===== src/rtl/shift_register_pkg.sv =====
// Shared types and constants for the universal shift register.
// Provides the shift mode encoding used by the top level and the
// combinational step shifter.
package shift_register_pkg;

  localparam logic [1:0] MODE_SLL = 2'b00;
  localparam logic [1:0] MODE_SRL = 2'b01;
  localparam logic [1:0] MODE_ROL = 2'b10;
  localparam logic [1:0] MODE_ROR = 2'b11;

  typedef enum logic [1:0] {
    SH_SLL = MODE_SLL,
    SH_SRL = MODE_SRL,
    SH_ROL = MODE_ROL,
    SH_ROR = MODE_ROR
  } shift_mode_e;

endpackage


===== src/rtl/shift_register_step.sv =====
// Purely combinational one-bit shifter.
// Ports:
//   data_i    - current register contents
//   mode_i    - shift mode (SLL/SRL/ROL/ROR)
//   serial_i  - fill bit for logical shifts (ignored for rotates)
//   next_o    - contents after one shift
//   out_bit_o - bit leaving the register (the wrapped bit for rotates)
module shift_register_step
  import shift_register_pkg::*;
#(
  parameter int WIDTH = 8
) (
  input  logic [WIDTH-1:0] data_i,
  input  shift_mode_e      mode_i,
  input  logic             serial_i,
  output logic [WIDTH-1:0] next_o,
  output logic             out_bit_o
);

  always_comb begin
    next_o    = data_i;
    out_bit_o = 1'b0;
    case (mode_i)
      SH_SLL: begin
        next_o    = {data_i[WIDTH-2:0], serial_i};
        out_bit_o = data_i[WIDTH-1];
      end
      SH_SRL: begin
        next_o    = {serial_i, data_i[WIDTH-1:1]};
        out_bit_o = data_i[0];
      end
      SH_ROL: begin
        next_o    = {data_i[WIDTH-2:0], data_i[WIDTH-1]};
        out_bit_o = data_i[WIDTH-1];
      end
      SH_ROR: begin
        next_o    = {data_i[0], data_i[WIDTH-1:1]};
        out_bit_o = data_i[0];
      end
      default: begin
        next_o    = data_i;
        out_bit_o = 1'b0;
      end
    endcase
  end

endmodule


===== src/rtl/shift_register_universal.sv =====
// Universal shift register: parallel load, single-step shifts in four
// modes, serial in/out, and a counted burst-shift engine with busy/done.
// Optional feature macro: SHIFT_REGISTER_PARITY_EN adds parity_out, the
// registered XOR-reduction of data_out.
// Ports:
//   clk, rst_n   - clock, asynchronous active-low reset
//   load_en      - parallel load (highest priority, aborts a burst)
//   data_in      - parallel load value
//   shift_en     - single shift with the live mode when idle
//   mode         - 00 SLL, 01 SRL, 10 ROL, 11 ROR
//   serial_in    - fill bit for logical shifts
//   start        - burst request, honoured only when not busy
//   shift_cnt    - burst length in single-bit shifts
//   data_out     - register contents
//   serial_out   - last bit shifted/rotated out
//   busy         - burst in progress
//   done         - one-cycle pulse on burst completion
//   parity_out   - (optional) ^data_out
module shift_register_universal
  import shift_register_pkg::*;
#(
  parameter int WIDTH = 8,
  parameter int CNT_W = $clog2(WIDTH) + 1
) (
  input  logic             clk,
  input  logic             rst_n,
  input  logic             load_en,
  input  logic [WIDTH-1:0] data_in,
  input  logic             shift_en,
  input  logic [1:0]       mode,
  input  logic             serial_in,
  input  logic             start,
  input  logic [CNT_W-1:0] shift_cnt,
  output logic [WIDTH-1:0] data_out,
  output logic             serial_out,
  output logic             busy,
  output logic             done
`ifdef SHIFT_REGISTER_PARITY_EN
  ,output logic            parity_out
`endif
);

  logic [WIDTH-1:0] data_q, data_d;
  logic             sout_q, sout_d;
  logic             busy_q, busy_d;
  logic             done_q, done_d;
  logic [CNT_W-1:0] rem_q,  rem_d;
  shift_mode_e      mode_q, mode_d;

  shift_mode_e      mode_live;
  shift_mode_e      step_mode;
  logic [WIDTH-1:0] step_next;
  logic             step_out;

  assign mode_live = shift_mode_e'(mode);
  // A running burst uses the mode captured at start, so live mode changes
  // cannot disturb it.
  assign step_mode = busy_q ? mode_q : mode_live;

  shift_register_step #(.WIDTH(WIDTH)) u_step (
    .data_i    (data_q),
    .mode_i    (step_mode),
    .serial_i  (serial_in),
    .next_o    (step_next),
    .out_bit_o (step_out)
  );

  always_comb begin
    data_d = data_q;
    sout_d = sout_q;
    busy_d = busy_q;
    rem_d  = rem_q;
    mode_d = mode_q;
    done_d = 1'b0;
    if (load_en) begin
      // Load wins outright; a running burst is dropped without done.
      data_d = data_in;
      busy_d = 1'b0;
      rem_d  = '0;
    end else if (busy_q) begin
      data_d = step_next;
      sout_d = step_out;
      rem_d  = rem_q - CNT_W'(1);
      if (rem_q == CNT_W'(1)) begin
        busy_d = 1'b0;
        done_d = 1'b1;
      end
    end else if (start) begin
      // A zero-length burst completes immediately without ever going busy.
      if (shift_cnt == '0) begin
        done_d = 1'b1;
      end else begin
        mode_d = mode_live;
        rem_d  = shift_cnt;
        busy_d = 1'b1;
      end
    end else if (shift_en) begin
      data_d = step_next;
      sout_d = step_out;
    end
  end

  always_ff @(posedge clk or negedge rst_n) begin
    if (!rst_n) begin
      data_q <= '0;
      sout_q <= 1'b0;
      busy_q <= 1'b0;
      done_q <= 1'b0;
      rem_q  <= '0;
      mode_q <= SH_SLL;
    end else begin
      data_q <= data_d;
      sout_q <= sout_d;
      busy_q <= busy_d;
      done_q <= done_d;
      rem_q  <= rem_d;
      mode_q <= mode_d;
    end
  end

  assign data_out   = data_q;
  assign serial_out = sout_q;
  assign busy       = busy_q;
  assign done       = done_q;

`ifdef SHIFT_REGISTER_PARITY_EN
  logic parity_q;

  // Computed from the next-state value so parity tracks data_out exactly.
  always_ff @(posedge clk or negedge rst_n) begin
    if (!rst_n) parity_q <= 1'b0;
    else        parity_q <= ^data_d;
  end

  assign parity_out = parity_q;
`endif

endmodule


===== config.mk =====
export PLATFORM = sky130hd
export DESIGN_NAME = shift_register_universal
export DESIGN_NICKNAME = d
export VERILOG_FILES = /design/src/rtl/shift_register_pkg.sv /design/src/rtl/shift_register_step.sv /design/src/rtl/shift_register_universal.sv
export SDC_FILE = /design/constraint.sdc
export NUM_CORES = 1
export LEC_CHECK = 0
export ABC_CLOCK_PERIOD_IN_PS = 1900
export BUFFER_PORTS_ARGS = -buffer_cell sky130_fd_sc_hd__buf_2
export CAP_MARGIN = 0
export CORE_MARGIN = 1
export CORE_UTILIZATION = 50
export CTS_BUF_LIST = sky130_fd_sc_hd__clkbuf_4 sky130_fd_sc_hd__clkbuf_8 sky130_fd_sc_hd__clkbuf_16
export CTS_CLUSTER_SIZE = 24
export DETAILED_ROUTE_END_ITERATION = 6
export PLACE_DENSITY = 0.77
export SYNTH_ARGS = -nofsm -noshare
export SYNTH_HDL_FRONTEND = slang
export SYNTH_SLANG_ARGS = --single-unit

===== constraint.sdc =====
create_clock -name clk -period 1.9 [get_ports clk]
set_clock_uncertainty 0.05 [all_clocks]
set_input_delay 0.38 -clock clk [delete_from_list [all_inputs] [get_ports clk]]
set_output_delay 0.38 -clock clk [all_outputs]
set_load 0.05 [all_outputs]

=== Yosys cells after proc, flatten, opt, wreduce, memory -nomap -nowiden ===
Index checks and enable logic that the tools add are counted.

* $add $sub $neg: 1
* Eq/ne operators: 7
* Muxes and demuxes: 24
* Bitwise logic cells: 3
* Reductions and logical operators: 11

{| class="wikitable"
|+ Operator list
! operator !! count
|-
| $mux W8 || 4
|-
| $pmux W8 S4 || 1
|-
| $mux W4 || 4
|-
| $mux W1 || 13
|-
| $reduce_bool A3 Y1 || 2
|-
| $eq A2 B2 Y1 const B || 2
|-
| $eq A4 B1 Y1 const B || 1
|-
| $logic_not A4 Y1 || 1
|-
| $reduce_and A2 Y1 || 2
|-
| $reduce_and A4 Y1 || 1
|-
| $reduce_or A2 Y1 || 2
|-
| $sub A4 B1 Y4 const B || 1
|-
| $ne A3 B2 Y1 const B || 1
|-
| $ne A3 B3 Y1 const B || 1
|-
| $not A1 Y1 || 3
|-
| $reduce_and A3 Y1 || 1
|-
| $eq A2 B1 Y1 const B || 1
|-
| $logic_not A2 Y1 || 1
|-
| $mux W2 || 1
|-
| $ne A2 B1 Y1 const B || 1
|-
| $pmux W1 S2 || 1
|-
| $reduce_bool A2 Y1 || 1
|}

* Register bits after elaboration: 17
* Output and inout bits: 11
* Logic and storage cells: 52

=== Longest topological paths before layout ===
Gate-level depths: netlist of run 1.

* Depth in word-level cells: 7
* Mapped depth: 5
* Gate-level depth less buffers: 5

=== By module ===
Synthesis of run 1 repeated with hierarchy kept, for this count alone.

* Cell total of the unflattened synthesis: 90
* Area, all modules: 1,074.8 sq um

{| class="wikitable"
|+ By module, submodules not included
! module !! instances !! cells an instance !! area an instance (sq um) !! sequential area each (sq um)
|-
| shift_register_universal || 1 || 76 || 924.6 || 425.4
|-
| shift_register_step || 1 || 14 || 150.1 || 0.0
|}

=== Worst setup path after synthesis of run 1 ===
Ideal clock, no wire load.

* Path kind: register to register
* From: register busy_q (netlist: busy)
* To: register data_q[1] (netlist: data_out[1])
* Setup time: 0.094 ns
* Data arrival time: 1.603 ns
* Data required time: 1.756 ns
* Slack: 0.153 ns
* Stages on the path, launching flop included: 4
* Path buffers: 0
* Path through: dfrtp_1 > mux2i_4 > mux2i_1 > a221oi_2

* Cells in the longest elaborated chain, start to end: 7
* Elaborated cells on any way between the ends: 13
* Those cells by class: 4 x eq/ne; 6 x mux; 3 x reduce/logical

{| class="wikitable"
|+ Ends and longest elaborated chain
! element !! RTL line !! source
|-
| start: declaration || shift_register_universal.sv:45 || <nowiki>logic busy_q, busy_d;</nowiki>
|-
| start signal: assignment || shift_register_universal.sv:114 || <nowiki>busy_q <= busy_d;</nowiki>
|-
| $mux W2 || shift_register_universal.sv:58 || <nowiki>assign step_mode = busy_q ? mode_q : mode_live;</nowiki>
|-
| $eq A2 B2 Y1, or another cell as far along || shift_register_step.sv:23 || <nowiki>case (mode_i)</nowiki>
|-
| $pmux W8 S4 || shift_register_step.sv:23 ||
|-
| $mux W8 || shift_register_universal.sv:97 || <nowiki>end else if (shift_en) begin</nowiki>
|-
| $mux W8 || shift_register_universal.sv:88 || <nowiki>end else if (start) begin</nowiki>
|-
| $mux W8 || shift_register_universal.sv:80 || <nowiki>end else if (busy_q) begin</nowiki>
|-
| $mux W8 || shift_register_universal.sv:75 || <nowiki>if (load_en) begin</nowiki>
|-
| end signal: assignment || shift_register_universal.sv:112 || <nowiki>data_q <= data_d;</nowiki>
|-
| end: declaration || shift_register_universal.sv:43 || <nowiki>logic [WIDTH-1:0] data_q, data_d;</nowiki>
|}

Several ways; a longest one is shown, not always the timed one. The select of a mux whose other input is x is not followed.
A chain may end at the register's enable or synchronous reset.

=== Final worst setup path of run 1 ===
* From: register busy_q (netlist: busy)
* To: output busy

{| class="wikitable"
|+ RTL lines
! element !! RTL line !! source
|-
| end: declaration || shift_register_universal.sv:36 || <nowiki>output logic busy,</nowiki>
|}

No word-level cell between the ends.

==> results.md, run 1 <==
* Mean Syn Cell Area at 11.25 um^2
* # nets final at 149
* Via count at between 800 and 900
* Drt first-iter violations at 37
* Synth area leaders: dfrtp_1 41%, mux2i_1 8.7%, a221oi_2 8.7%
* Placed cell count at ~150
* Top cell type's share of synthesized area at 0.4111
* Top cells by count, synth: 17 x dfrtp_1, 9 x mux2i_1, 8 x inv_1
* Synth Area in Adders at 0.02418
* Number of port buffers at 30
* Slew HR at 0.6842
* Post-layout util at 0.6403
* First-pass GRT wire length at 3429 um
* Synth Area in Compound Gates at 0.2273
* Status: finished, final reports clean
* Crit path time final at 1.687 ns
* Ports at 31
* CP required at about 1.5 ns
* Main combinational cell family by area after synthesis: compound AO/OA/AOI/OAI gates
* Hold Buf Count CTS at 1
* Drt pass-1 iters at 5
* Total track usage at 0.2222
* WL/cell at 14.63 um
* Gpl congestion at 0.8284
* Setup Fix Bufs, Post-CTS at 0
* FMAX at 592.8 MHz
* Cells on Worst Hold Path at 3
* Synth Warn # at 0
* Grt ovf at 0
* Die Ht at 47.49 um
* Share of cells above drive strength 1 at 0.4127
* Fillcell total at around 170
* Post-synth net total at 114
* Maximum VDD drop at roughly 0.00055 V
* Kind of critical path: flip-flop to output port
* Fin area at 1256 um^2
* Routed WL at 2239 um
* R2R cell count at 5
* Cell taking the most area after synthesis: dfrtp_1
* Worst-path clk slew at 0.10 ns
* Area Growth Syn to Fin at 21.40%
* Antenna Cells at 0
* Max FO, Critical Path at 11
* Post-DP HPWL at roughly 1600 um
* Post-synth top flop: dfrtp_1
* Largest net degree at the start of global routing at 18
* RSZ-0062 raised after global routing: no
* Via density at around 5.8
* CTS resizes at 0
* Crit share post-route at 0.8879
* CP arrival at 1.26 ns
* Core box area at a little under 2000 um^2
* Post-Synth Simple-Gate Area at 0.1100
* Most numerous cell in the Yosys netlist: dfrtp_1
* Post-synthesis cell count at 92
* Post-Route Setup TNS at 0 ns
* Max clock buf depth at 2
* CP Launch Type: flip-flop
* Initial Utilization at 0.5274
* Pins Over Slew Limit at 0
* Max Cap Viol at 0
* Hold WS at 0.2758 ns
* Die W at 47.49 um
* Synth unique cells at 28
* Leak at around 0.56 nW
* Synth Register Bits at 17
* Dpl cell area at 1219 um^2
* PwrDens at 903.9 nW/um^2
* CTS Sinks at 17
* FP Rows at 16
* Total CTS buffers at 3
* Area of the die at roughly 2300 um^2
* DRC violations left at 0
* Storage cell area at between 400 and 500 um^2
* Vias in the first global route at 769
* Initial antenna violation count at 0
* CTS H-tree lvls at 1
* Synth async-reset ratio at 1.000
* Mux cell area share after synthesis at 0.1632
* Slew @ Worst Pin at between 0.4 and 0.5 ns
* Clk root buf: clkbuf_4
* Post-DRT Antenna Nets at 0
* Setup WS pre-CTS at ~0.20 ns
* Count of final hold-check violations at 0
* Final Setup Violations at 0
* Post-synth EDFFs at 0
* Post-Syn Area at 1035 um^2
* Crit end category: output port
* Area of the multi-input gates at 560.5 um^2
* Hold WC Path Type: input pin to flip-flop
* Sequential share of the synthesized area at 0.4111
* Clock Latency Late Sink at 0.29 ns
* CTS tree: yes
* Fin cells at 153
* Worst Setup Slack, final at around 0.21 ns
* Synth Area in XOR/XNOR at 0.01693
* Total power draw at 1.136 mW
==> flip-flops by register name, indices dropped and copies added (netlist names) <==
signal	flops
busy	1
data_out	8
done	1
mode_q	2
rem_q	4
serial_out	1
==> kinds of logic after synthesis <==
family | Yosys count
adder cells (fa/ha/maj) | 2
AND/OR/NAND/NOR | 19
buffers and inverters | 12
flip-flops | 17
XOR/XNOR | 2
multiplexers | 15
AO/OA/AOI/OAI | 25
==> final timing paths <==
check,start,slack (ns),end
worst max register to register,busy$_DFF_PN0_,0.36,data_out[7]$_DFFE_PN0P_
worst min register to register,serial_out$_DFFE_PN0P_,0.49,serial_out$_DFFE_PN0P_
max in group asynchronous,rst_n,1.03,rem_q[3]$_DFFE_PN0P_
min in group asynchronous,rst_n,0.50,done$_DFF_PN0_
worst min-delay path,data_in[6],0.28,data_out[6]$_DFFE_PN0P_
worst max-delay path,busy$_DFF_PN0_,0.21,busy
==> critical path: stages (launching register included) <==
cell and delay, ns:
dfrtp_1 0.47, buf_4 0.22, buf_2 0.28
==> area by class of cell <==
| cell class | count | area share |
|---|---|---|
| Clock inverter | 1 | 0.003984 |
| Sequential cell | 17 | 0.3386 |
| Tap cell | 27 | 0.02689 |
| Clock buffer | 3 | 0.01793 |
| Inverter | 9 | 0.02689 |
| Timing Repair Buffer | 33 | 0.1394 |
| Multi-Input combinational cell | 63 | 0.4462 |
==> layout by cell type (no fill, tap or decap), drive strengths merged, types with 2 or more instances in the layout <==
master / instances
dfrtp: 17
xnor2: 2
ha: 2
nand2b: 4
nor3: 7
nand3: 2
a21oi: 4
nand2: 2
a221oi: 9
a211oi: 5
mux2: 5
mux2i: 10
clkbuf: 3
o31ai: 4
inv: 9
buf: 32
==> power by group <==
group	internal [mW]	switching, mW
combinational	0.169	0.289
clock	0.0782	0.115
sequential	0.420	0.0644
total	0.667	0.468
==> layer usage <==
layer,global-route usage,share of wire
met4,0.08571,0.0076
met3,0.03396,0.045
met2,0.3589,0.51
met5,0,0
met1,0.3012,0.44
(Power assumes the default switching activity.)
==> run 2: changes to the inputs <==
--- a/config.mk
+++ b/config.mk
@@ -8,6 +8,7 @@
 export ABC_CLOCK_PERIOD_IN_PS = 1900
 export BUFFER_PORTS_ARGS = -buffer_cell sky130_fd_sc_hd__buf_2
 export CAP_MARGIN = 0
+export CORE_ASPECT_RATIO = 1.5
 export CORE_MARGIN = 1
 export CORE_UTILIZATION = 50
 export CTS_BUF_LIST = sky130_fd_sc_hd__clkbuf_4 sky130_fd_sc_hd__clkbuf_8 sky130_fd_sc_hd__clkbuf_16
==> run 2 against run 1 <==
Effect of this change:
- power increased by 0.80%
- non-clock buffer count unchanged
- flip-flop and latch count unchanged
- die area increased by 0.18%
- sequential share of layout area increased by 0.20 points
- worst hold slack got worse by 0.012 ns
- sequential power about the same
- global-route usage increased by 0.76 points
- count of clock-buffer cells in the layout unchanged
==> results.md, run 2 (synthesis gave the netlist of run 1 again) <==
* Status: finished, final reports clean
* Met3 WL at 87 um
* Slew @ Worst Pin at 0.4486 ns
* Placed cell count at 142
* # nets final at roughly 150
* CP Launch Type: flip-flop
* Fillcell total at 158
* Largest net degree at the start of global routing at 19
* Hold Path End: data_out[3]$_DFFE_PN0P_
* Crit path time final at roughly 1.7 ns
* Share of cells above drive strength 1 at 0.4127
* Pins Over Slew Limit at 0
* FF-to-FF End: data_out[7]$_DFFE_PN0P_
* Slew HR at 0.6946
* Max Cap Viol at 0
* CTS tree: yes
* Total CTS buffers at 3
* Max clock buf depth at 2
* Reg2reg setup slack at approximately 0.35 ns
* Leak at 0.5644 nW
* CP required at 1.47 ns
* Via density at 5.973
* Fin cells at between 100 and 150
* Clk root buf: clkbuf_4
* Area of the die at ~2300 um^2
* DRC violations left at 0
* Number of port buffers at 30
* Total track usage at 0.2298
* Vias in the first global route at 845
* First-pass GRT wire length at between 3000 and 4000 um
* Largest register FFs at 8
* Post-DP HPWL at roughly 1700 um
* Post-layout util at 0.6649
* Slowest cell on crit path: dfrtp_1
* Met1 wire length at about 950 um
* CTS Sinks at 17
* Via count at 878
* Most common cell after layout, fill and taps aside: buf_2
* Initial Utilization at 0.5510
* Max incr delay on CP at about 0.49 ns
* CP arrival at 1.29 ns
* CTS H-tree lvls at 1
* CP Cell Sequence: buf_4 > buf_2
* WL/cell at approximately 15 um
* Core box area at 1878 um^2
* FP Rows at 19
* Initial antenna violation count at 0
* Post-DRT Antenna Nets at 0
* Drt first-iter violations at 23
* Die W at 39.15 um
* DR WL met2 at 1117 um
* Gpl congestion at approximately 0.76
* FMAX at approximately 580 MHz
* Total power draw at 1.145 mW
* Drt pass-1 iters at 4
* R2R Path Start: busy$_DFF_PN0_
* Clock Latency Late Sink at 0.30 ns
* Max FO, Critical Path at 11
* Worst Setup Slack, final at 0.1758 ns
* PwrDens at 916.6 nW/um^2
* Hold WC Path Type: input pin to flip-flop
* Worst-path clk slew at 0.10 ns
* R2R cell count at 5
* Die Ht at between 50 and 60 um
* Hold path startpoint: data_in[3]
* Routed WL at roughly 2200 um
* Post-Route Setup TNS at 0 ns
* Max layer used: met4
* Final Setup Violations at 0
* Kind of critical path: flip-flop to output port
* RSZ-0062 raised after global routing: no
* Crit share post-route at 0.9075
* Highest-count cells in the layout ignoring fill and taps: 30 x buf_2, 17 x dfrtp_1, 9 x mux2i_1
* Setup WS pre-CTS at 0.1924 ns
* Crit end category: output port
* Antenna Cells at 0
* Area Growth Syn to Fin at 20.68%
* Grt ovf at 0
* Count of final hold-check violations at 0
* Cells on Worst Hold Path at 3
* Maximum VDD drop at 0.0005366 V
* Ports at 31
## run 2: worst max path at each step
stage / from / to / slack, ns / cells past startpoint
2_1_floorplan: busy$_DFF_PN0_ / data_out[1]$_DFFE_PN0P_ / 0.15 / 3
3_3_place_gp: shift_cnt[2] / mode_q[0]$_DFFE_PN0P_ / 0.26 / 5
3_5_place_dp: shift_cnt[2] / mode_q[0]$_DFFE_PN0P_ / 0.19 / 5
4_1_cts: busy$_DFF_PN0_ / busy / 0.17 / 2
5_1_grt: busy$_DFF_PN0_ / busy / 0.11 / 2
6_report: busy$_DFF_PN0_ / busy / 0.18 / 2
## run 2: layer usage
layer,GRT usage,up-vias
met1,0.2766,423
met2,0.3810,28
met4,0.1330,0
li1,-,420
met3,0.02299,7
met5,0,-
## run 2: stage by stage
step,hold WS [ns],cell area [um^2]
2_1_floorplan,0.03441,1035
3_3_place_gp,0.2716,1211
3_5_place_dp,0.2758,1211
4_1_cts,0.2567,1249
5_1_grt,0.2536,1249
6_report,0.2636,1249
## run 2: final cells by class
cell class	instances	area, um^2	area share
Timing Repair Buffer	33	175.2	0.1403
Clock buffer	3	22.52	0.01804
Multi-Input combinational cell	63	560.5	0.4489
Tap cell	21	26.28	0.02104
Clock inverter	1	5.005	0.004008
Inverter	9	33.78	0.02705
Sequential cell	17	425.4	0.3407
## run 2: critical path, delay by kind of cell (launching register included)
| kind | cells | cell delay (ns) |
|---|---|---|
| buffers and inverters | 2 | 0.51 |
| flip-flops | 1 | 0.49 |
## run 2: power by group
| part | internal (mW) | switching (mW) | leakage, nW |
|---|---|---|---|
| Sequential | 0.419 | 0.0663 | 0.201 |
| Clock | 0.0787 | 0.121 | 0.0177 |
| Combinational | 0.170 | 0.290 | 0.345 |
## run 2: repair_timing
action,in CTS,in global routing
hold buffers,1,0
buffers inserted,0,0
hold endpoints to repair,17,0
resized for setup,0,0
